### src/rtl/deshift_reg_file_pkg.sv
// Shared types and default sizes for the bit-serial deshift register file.
package deshift_reg_file_pkg;

    localparam int DEFAULT_DATA_WIDTH = 8;
    localparam int DEFAULT_VEC_LENGTH = 16;

    typedef enum logic {
        OUT_EMPTY = 1'b0,
        OUT_FULL  = 1'b1
    } out_state_t;

endpackage

### src/rtl/deshift_reg_file_shift_in_lane.sv
// One lane of the deshifter: MSB-first serial-to-parallel shift register.
module shift_in_lane #(
    parameter int DATA_WIDTH = 8
) (
    input  logic                  clk,
    input  logic                  reset,
    input  logic                  en,
    input  logic                  clr,
    input  logic                  d_in,
    output logic [DATA_WIDTH-1:0] q,
    output logic [DATA_WIDTH-1:0] q_next
);

    logic [DATA_WIDTH-1:0] shift_reg;

    // Word including the bit being shifted in this cycle, so the top can
    // capture a completed word on its final accept.
    assign q_next = {shift_reg[DATA_WIDTH-2:0], d_in};
    assign q      = shift_reg;

    always_ff @(posedge clk) begin
        if (reset || clr) begin
            shift_reg <= '0;
        end else if (en) begin
            shift_reg <= q_next;
        end
    end

endmodule

### src/rtl/deshift_reg_file.sv
// Bit-serial to parallel deshifter for VEC_LENGTH lanes with a one-word
// output buffer and ready/valid handshakes on both sides.
module deshift_reg_file
    import deshift_reg_file_pkg::*;
#(
    parameter int DATA_WIDTH = DEFAULT_DATA_WIDTH,
    parameter int VEC_LENGTH = DEFAULT_VEC_LENGTH
) (
    input  logic                  clk,
    input  logic                  reset,
    input  logic [VEC_LENGTH-1:0] d_in,
    input  logic                  in_valid,
    output logic                  in_ready,
    input  logic                  clear,
    output logic [DATA_WIDTH-1:0] d_out [VEC_LENGTH],
    output logic                  out_valid,
    input  logic                  out_ready,
    output logic                  busy
);

    localparam int CNT_W = (DATA_WIDTH > 2) ? $clog2(DATA_WIDTH) : 1;
    localparam logic [CNT_W-1:0] LAST_CNT = CNT_W'(DATA_WIDTH - 1);

    logic [CNT_W-1:0]      count_reg;
    out_state_t            state_reg;
    logic [DATA_WIDTH-1:0] out_reg    [VEC_LENGTH];
    logic [DATA_WIDTH-1:0] lane_q     [VEC_LENGTH];
    logic [DATA_WIDTH-1:0] lane_next  [VEC_LENGTH];

    logic last_bit;
    logic accept;
    logic complete;

    assign last_bit  = (count_reg == LAST_CNT);
    // Only the final bit of a word can stall, and only when the buffer
    // still holds a word the consumer is not taking this cycle.
    assign in_ready  = !(last_bit && (state_reg == OUT_FULL) && !out_ready);
    assign accept    = in_valid && in_ready && !clear;
    assign complete  = accept && last_bit;
    assign out_valid = (state_reg == OUT_FULL);
    assign busy      = (count_reg != '0);

    always_ff @(posedge clk) begin
        if (reset || clear) begin
            count_reg <= '0;
        end else if (accept) begin
            count_reg <= last_bit ? '0 : count_reg + CNT_W'(1);
        end
    end

    always_ff @(posedge clk) begin
        if (reset) begin
            state_reg <= OUT_EMPTY;
        end else begin
            case (state_reg)
                OUT_EMPTY: if (complete) state_reg <= OUT_FULL;
                OUT_FULL:  if (out_ready && !complete) state_reg <= OUT_EMPTY;
                default:   state_reg <= OUT_EMPTY;
            endcase
        end
    end

    generate
        for (genvar gi = 0; gi < VEC_LENGTH; gi++) begin : g_lane
            shift_in_lane #(
                .DATA_WIDTH(DATA_WIDTH)
            ) u_lane (
                .clk    (clk),
                .reset  (reset),
                .en     (accept),
                .clr    (clear),
                .d_in   (d_in[gi]),
                .q      (lane_q[gi]),
                .q_next (lane_next[gi])
            );

            // Output word holds its value after draining; only a new word
            // or reset changes it.
            always_ff @(posedge clk) begin
                if (reset) begin
                    out_reg[gi] <= '0;
                end else if (complete) begin
                    out_reg[gi] <= lane_next[gi];
                end
            end

            assign d_out[gi] = out_reg[gi];
        end
    endgenerate

endmodule
### config.mk
export PLATFORM = sky130hd
export DESIGN_NAME = deshift_reg_file
export DESIGN_NICKNAME = d
export VERILOG_FILES = /design/src/rtl/deshift_reg_file_pkg.sv /design/src/rtl/deshift_reg_file_shift_in_lane.sv /design/src/rtl/deshift_reg_file.sv
export SDC_FILE = /design/constraint.sdc
export NUM_CORES = 1
export LEC_CHECK = 0
export BUFFER_PORTS_ARGS = -buffer_cell sky130_fd_sc_hd__buf_4
export CORE_MARGIN = 2
export CORE_UTILIZATION = 30
export DETAILED_ROUTE_END_ITERATION = 10
export PLACE_DENSITY_LB_ADDON = 0.08
export SKIP_LAST_GASP = 1
export SLEW_MARGIN = 15
export SYNTH_ARGS = -nofsm -noshare
export SYNTH_HDL_FRONTEND = slang
export SYNTH_SLANG_ARGS = --single-unit
### constraint.sdc
create_clock -name clk -period 4.9 [get_ports clk]
set_input_delay 1.47 -clock clk [delete_from_list [all_inputs] [get_ports clk]]
set_output_delay 1.47 -clock clk [all_outputs]
set_load 0.02 [all_outputs]
Word-level counts from Yosys, hierarchy flattened
Memories as Yosys holds them, arrays and structs flattened.
Index checks and enable logic that the tools add are counted.
{"block": "word_totals", "ramBits": 128, "out_inout_bits": 131, "mem_count": 1, "ff_bits": 116}
{"block": "classes", "reduce_logical": 12, "eq_ne": 1, "add_sub_neg": 1, "bitwise_logic": 17, "n_mux": 24}
{"memory": "out_reg", "words": 16, "word_bits": 8, "read_ports": 16, "rd_ports_with_merged_regs": 0, "wr": 16, "line_no": "deshift_reg_file.sv:26", "text": "logic [DATA_WIDTH-1:0] out_reg [VEC_LENGTH];"}
{"cell": "$mux W8", "count": 16}
{"cell": "$or A1 B1 Y1", "count": 16}
{"cell": "$logic_and A1 B1 Y1", "count": 6}
{"cell": "$mux W1", "count": 6}
{"cell": "$logic_not A1 Y1", "count": 4}
{"cell": "$add A3 B1 Y3 const B", "count": 1}
{"cell": "$eq A3 B3 Y1 const B", "count": 1}
{"cell": "$mux W3", "count": 1}
{"cell": "$reduce_bool A3 Y1", "count": 1}
{"cell": "$pmux W1 S2", "count": 1}
{"cell": "$logic_or A1 B1 Y1", "count": 1}
{"cell": "$not A1 Y1", "count": 1}

Logic depth before layout (Yosys ltp)
Gate-level depths: netlist of run 1.
{"block": "depth", "word_depth": 11, "mapped_depth": 8, "mapped_depth_nobuf": 5}

Hierarchy
Synthesis of run 1 repeated with hierarchy kept, for this count alone.
{"block": "hier_totals", "hier_cells": 857, "area_unflattened_um2": 10772.8}
{"module": "shift_in_lane", "area_each_um2": 355.3, "n_inst": 16, "seq_area_each_um2": 160.2, "cells_each": 35}
{"module": "deshift_reg_file", "area_each_um2": 5087.4, "n_inst": 1, "seq_area_each_um2": 3923.8, "cells_each": 297}

Worst setup path before layout of run 1
No wires, ideal clock.
{"block": "synth_path", "path_type": "input -> register", "start": "input out_ready", "end": "memory out_reg[0][0] (enable)", "stages": 5, "setup_ns": 0.487, "arrival_time_ns": 4.822, "required_time_ns": 4.413, "setup_slack_ns": -0.409, "cell_sequence": "nand3b_1 and3b_1 clkbuf_1 buf_6 a21o_1"}
{"item": "start, declared", "line_no": "deshift_reg_file.sv:17", "text": "input logic out_ready,"}
{"item": "end, declared", "line_no": "deshift_reg_file.sv:26"}

Worst setup path after layout of run 1
{"block": "layout_path", "start": "input out_ready", "end": "output in_ready"}
{"block": "layout_via", "elab_chain_cells": 3}
{"item": "$logic_not A1 Y1", "line_no": "deshift_reg_file.sv:37", "text": "assign in_ready = !(last_bit && (state_reg == OUT_FULL) && !out_ready);"}
{"item": "$logic_and A1 B1 Y1", "line_no": "deshift_reg_file.sv:37"}
{"item": "$logic_not A1 Y1", "line_no": "deshift_reg_file.sv:37"}
{"item": "end, declared", "line_no": "deshift_reg_file.sv:13", "text": "output logic in_ready,"}
No other way between the ends.

==> metrics.txt, run 1 <==
post-CTS sizing 0; GR Overflow Total 0; Final nets 847; I/O pins 152; Largest register FFs 128; H-tree depth 1; Worst setup SP type input port; area grow syn2layout 26.6%; CP max FO 3; pre-CTS setup slack 1.39 ns; TritonCTS clock tree built; GRT Resource Usage Total 11.7%; Mapped Area 0.00898 mm²; Power, Total 0.00444 W; FP Rows 63; outcome finished clean; synthesis-stage register bit count 244; initial core utilization 30.4%; period utilisation layout 70.1%; via count 5328; crit path cell chain buf_4, nand3b_1, buf_4; clock tree root driver cell clkbuf_16; crit path capture type output port; setup TNS 0 ns; IO Port Bufs 151; worst path required time 3.43 ns; Max stage delay on crit path 0.19 ns; clock buffer count from CTS 28; Max Clock Skew 0.00922 ns; fin crit period 3.43 ns; total wire length 18300 µm; Final setup viols 0; max-cap violations 0; share of post-route cells with drive strength above 1 24.4%; die area 0.0313 mm²; ys flop type edfxtp_1; initial DRC count 151; ANT cells 0; Die X-Extent 177 µm; Detail Placement HPWL 11100 µm; CTS Buffer Depth 3; Cell variety after synth 21; Yosys warning total 0; first-pass detailed-route iteration total 4; Worst-Skew Late Latency 0.53 ns; chip height 177 µm; CP dominant cell by count buf_4; Seq/Total Area, Yosys 68.7%; number of synthesized flops with an enable pin 128; fin worst setup slack 1.47 ns; Vias/cell 4.31; RSZ-0062 raised after global routing no; initial antenna violation count 0; residual DRC count 0; setup bufs post-CTS 0; first-pass GRT wire length 29400 µm; CP Data Arrival Time 1.96 ns; Final ANT Viol Nets 0; asr flop ratio synth 0%; slowest cell on the critical path nand3b_1; max-slew violations 0; Synth Instances 675; Core Footprint 0.0296 mm²; worst-margin pin slew 0.821 ns; Pleak 4.52 nW; Hold WC Path Type register to register; Achievable Freq 0.291 GHz; syn_area_per_cell 13.3 µm²; Post-Synthesis Net Count 699; Final Core Density 38.5%; Rel. slew slack 45.2%; pin count of the biggest net entering global routing 130; Max VDD drop 0.179 mV; post-cts hold buffer count 0; CP Class input port to output port; CTS clock-pin slew for the worst setup and hold paths 0.06 ns; TritonCTS Sinks 244; layout filler cell count 2861; Final Hold Viols 0; number of global-route vias before repair 5513; pwr/cell area 390 mW/mm²; Wirelength per Cell 14.8 µm; RePlAce Congestion 0.694
[power breakdown]
part	internal [W]	switching (W)	total, W	leakage [nW]
registers	0.00219	0.0000170	0.00220	2.26
logic	0.0000853	0.000137	0.000222	1.81
clock network	0.00121	0.000802	0.00201	0.451
total	0.00348	0.000956	0.00444	4.52
[cell type report]
type | count | area, µm² | area share, %
clock buffer | 37 | 776 | 6.82
clock inverter | 15 | 125 | 1.10
inverter | 2 | 7.51 | 0.0660
multi-input combinational | 388 | 2580 | 22.7
sequential | 244 | 6170 | 54.2
tap | 390 | 488 | 4.29
timing repair buffer | 159 | 1230 | 10.8
[per-stage QoR]
step	area [µm²]	std cells	hold slack [ns]
2_1_floorplan	8980	675	0.430
4_1_cts	11300	1234	0.462
3_5_place_dp	10400	1182	0.449
6_report	11400	1235	0.455
5_1_grt	11400	1235	0.479
3_3_place_gp	10400	1182	0.441
[cell usage in the layout, fill, tap and decap left out, types with 2 or more instances in the layout]
| cell type | instances |
|---|---|
| and2_1 | 128 |
| buf_12 | 3 |
| buf_4 | 156 |
| bufinv_16 | 2 |
| clkbuf_1 | 6 |
| clkbuf_16 | 29 |
| clkbuf_8 | 2 |
| clkinv_1 | 3 |
| clkinv_2 | 9 |
| dfxtp_1 | 116 |
| edfxtp_1 | 128 |
| ha_1 | 3 |
| inv_1 | 2 |
| mux2i_1 | 114 |
| nand2_1 | 132 |
| nand2b_1 | 2 |
| nand3b_1 | 2 |
[path summary, 6_finish.rpt]
check	from	end	slack, ns	depth (start not counted)
max	out_ready	in_ready	1.47	3
min	g_lane[7].u_lane.q[6]	g_lane[7].u_lane.q[6]	0.45	2
max reg2reg	count_reg[0]	out_reg[9][0]	2.39	6
min reg2reg	g_lane[7].u_lane.q[6]	g_lane[7].u_lane.q[6]	0.45	2
[routing by layer]
| metal | global-route usage (%) | wire, µm |
|---|---|---|
| met1 | 14.6 | 7960 |
| met2 | 19.6 | 8570 |
| met3 | 3.54 | 1280 |
| met4 | 3.58 | 457 |
| met5 | 0 | 0 |
[synthesized netlist by cell type, types with 2 or more instances]
cell type | n | area, µm²
inv_1 | 2 | 7.51
and2_1 | 128 | 801
buf_2 | 5 | 25.0
nand2_1 | 132 | 495
nand3b_1 | 2 | 15.0
nand2b_1 | 2 | 12.5
buf_6 | 9 | 101
ha_1 | 3 | 37.5
dfxtp_1 | 116 | 2320
clkbuf_1 | 14 | 52.6
clkbuf_2 | 12 | 60.1
edfxtp_1 | 128 | 3840
mux2i_1 | 114 | 1140
[worst max-delay path: cells and delay by family]
kind / cells / cell delay [ns]
buffers and inverters: 2 / 0.30
AND/OR/NAND/NOR: 1 / 0.19
[kinds of logic after synthesis]
logic type                 Yosys count  share of synthesized area [%]
and+or+nand+nor                    268                           15.1
DFF                                244                           68.7
muxes                              114                           12.7
buffers and inverters               43                           2.79
AOI/OAI and AO/OA                    3                          0.279
adders and majority gates            3                          0.418
Power figures use the tool's default switching activity.
==> run 2, diff against run 1 <==
Clock period 4.9 ns to 3.4 ns, I/O delays scaled along.
==> metrics.txt, run 2 (synthesized netlist as in run 1, its figures left out) <==
number of global-route vias before repair 5567 (was 5513); Final Hold Viols 0 (unchanged); Worst-Skew Late Latency 0.53 ns (about the same); Core Footprint 0.0296 mm² (unchanged); CTS clock-pin slew for the worst setup and hold paths 0.06 ns (about the same); Rel. slew slack 50.3% (was 45.2%); TritonCTS clock tree built (unchanged); Largest register FFs 128 (unchanged); IO Port Bufs 151 (unchanged); commonest cells after routing, fill and taps aside buf_4 (156), nand2_1 (132), and2_1 (128), edfxtp_1 (128), dfxtp_1 (116) (unchanged); RePlAce Congestion 0.714 (was 0.694); layout filler cell count 2904 (was 2861); FP Rows 63 (unchanged); RSZ-0062 raised after global routing no (unchanged); Die X-Extent 177 µm (unchanged); initial core utilization 30.4% (unchanged); setup bufs post-CTS 0 (unchanged); Achievable Freq 0.366 GHz; clock tree root driver cell clkbuf_16 (unchanged); residual DRC count 0 (unchanged); period utilisation layout 80.3%; I/O pins 152 (unchanged); Final nets 847 (unchanged); worst path required time 2.38 ns (was 3.43 ns); Vias/cell 4.29 (was 4.31); pin count of the biggest net entering global routing 134 (was 130); area grow syn2layout 26.3% (was 26.6%); setup TNS 0 ns (unchanged); Power, Total 0.00624 W (was 0.00444 W); Placed Cells 1184 (was 1182); crit path capture type output port (unchanged); first-pass GRT wire length 28900 µm (was 29400 µm); TritonCTS Sinks 244 (unchanged); initial antenna violation count 0 (unchanged); CTS Buffer Depth 3 (unchanged); post-CTS sizing 0 (unchanged); outcome finished clean (unchanged); Max Clock Skew 0.0129 ns (was 0.00922 ns); Pleak 4.49 nW (was 4.52 nW); fin crit period 2.73 ns; chip height 177 µm (unchanged); GR Overflow Total 0 (unchanged); Storage cell area 0.00617 mm² (unchanged); share of post-route cells with drive strength above 1 24.3% (was 24.4%); total wire length 18200 µm (was 18300 µm); worst-margin pin slew 0.746 ns (was 0.821 ns); Hold WC Path Type register to register (unchanged); clock buffer count from CTS 27 (was 28); die area 0.0313 mm² (unchanged); max-slew violations 0 (unchanged); H-tree depth 1 (unchanged); Post-Layout Cell Count 1234 (was 1235); Worst setup SP type register (was input port); initial DRC count 204 (was 151); Detail Placement HPWL 11000 µm (was 11100 µm); Min Hold Slack 0.451 ns (was 0.455 ns); ANT cells 0 (unchanged); Final ANT Viol Nets 0 (unchanged); CP Class register to output port (was input port to output port); GRT Resource Usage Total 11.5% (was 11.7%); via count 5290 (was 5328); max-cap violations 0 (unchanged); Multi-input gate area 0.00258 mm² (unchanged); Max VDD drop 0.358 mV (was 0.179 mV); first-pass detailed-route iteration total 4 (unchanged); post-cts hold buffer count 0 (unchanged); CP Data Arrival Time 1.71 ns (was 1.96 ns); CP max FO 4 (was 3); Final setup viols 0 (unchanged); Wirelength per Cell 14.7 µm (was 14.8 µm); pwr/cell area 551 mW/mm² (was 390 mW/mm²); commonest non-fill, non-tap cell in the layout buf_4 (unchanged)
-- run 2: cell types whose count changed in the layout (fill, tap and decap cells not counted), sizes merged --
cell and change:
clkinv -7, clkbuf +5, bufinv -2, buf +1
clkinvlp +1, inv +1
-- run 2: stage by stage --
stage	setup WS, ns	util, %	cell area [µm²]
after detailed placement	0.859	35.5	10500
final	0.669	38.3	11300
after global routing	0.529	38.3	11300
after CTS	0.618	38.3	11300
after global placement	0.883	35.5	10500
after floorplan	0.356	-	8990
-- run 2: final cells by class --
cell class                 count  area share (%)
clock buffer                  42            7.08
clock inverter                 8           0.397
inverter                       2          0.0662
multi-input combinational    388            22.7
sequential                   244            54.4
tap                          390            4.30
timing repair buffer         160            11.0
-- run 2: layer usage --
metal	up-vias	track usage, %	share of wire, %
met5	-	0	0
met4	0	3.44	2.0
met3	26	3.87	7.4
met2	122	20.0	49
met1	2551	13.4	42
li1	2591	-	-
-- run 2: critical path: stages (launching register included) --
cell and delay (ns):
dfxtp_1 0.39, ha_1 0.17, ha_1 0.26, nand3b_1 0.17, buf_4 0.20
-- run 2: power by group --
part           switching (W)  internal, W  total, W  leakage [nW]
Clock                0.00113      0.00161   0.00275         0.418
Sequential         0.0000229      0.00315   0.00317          2.26
Combinational       0.000198     0.000125  0.000323          1.82
-- run 2: final timing paths --
check / start / end / slack [ns] / cells past startpoint
max: count_reg[0] / in_ready / 0.67 / 4
min reg2reg: g_lane[7].u_lane.q[6] / g_lane[7].u_lane.q[6] / 0.45 / 2
max reg2reg: count_reg[0] / out_reg[3][3] / 1.20 / 6
min: g_lane[7].u_lane.q[6] / g_lane[7].u_lane.q[6] / 0.45 / 2
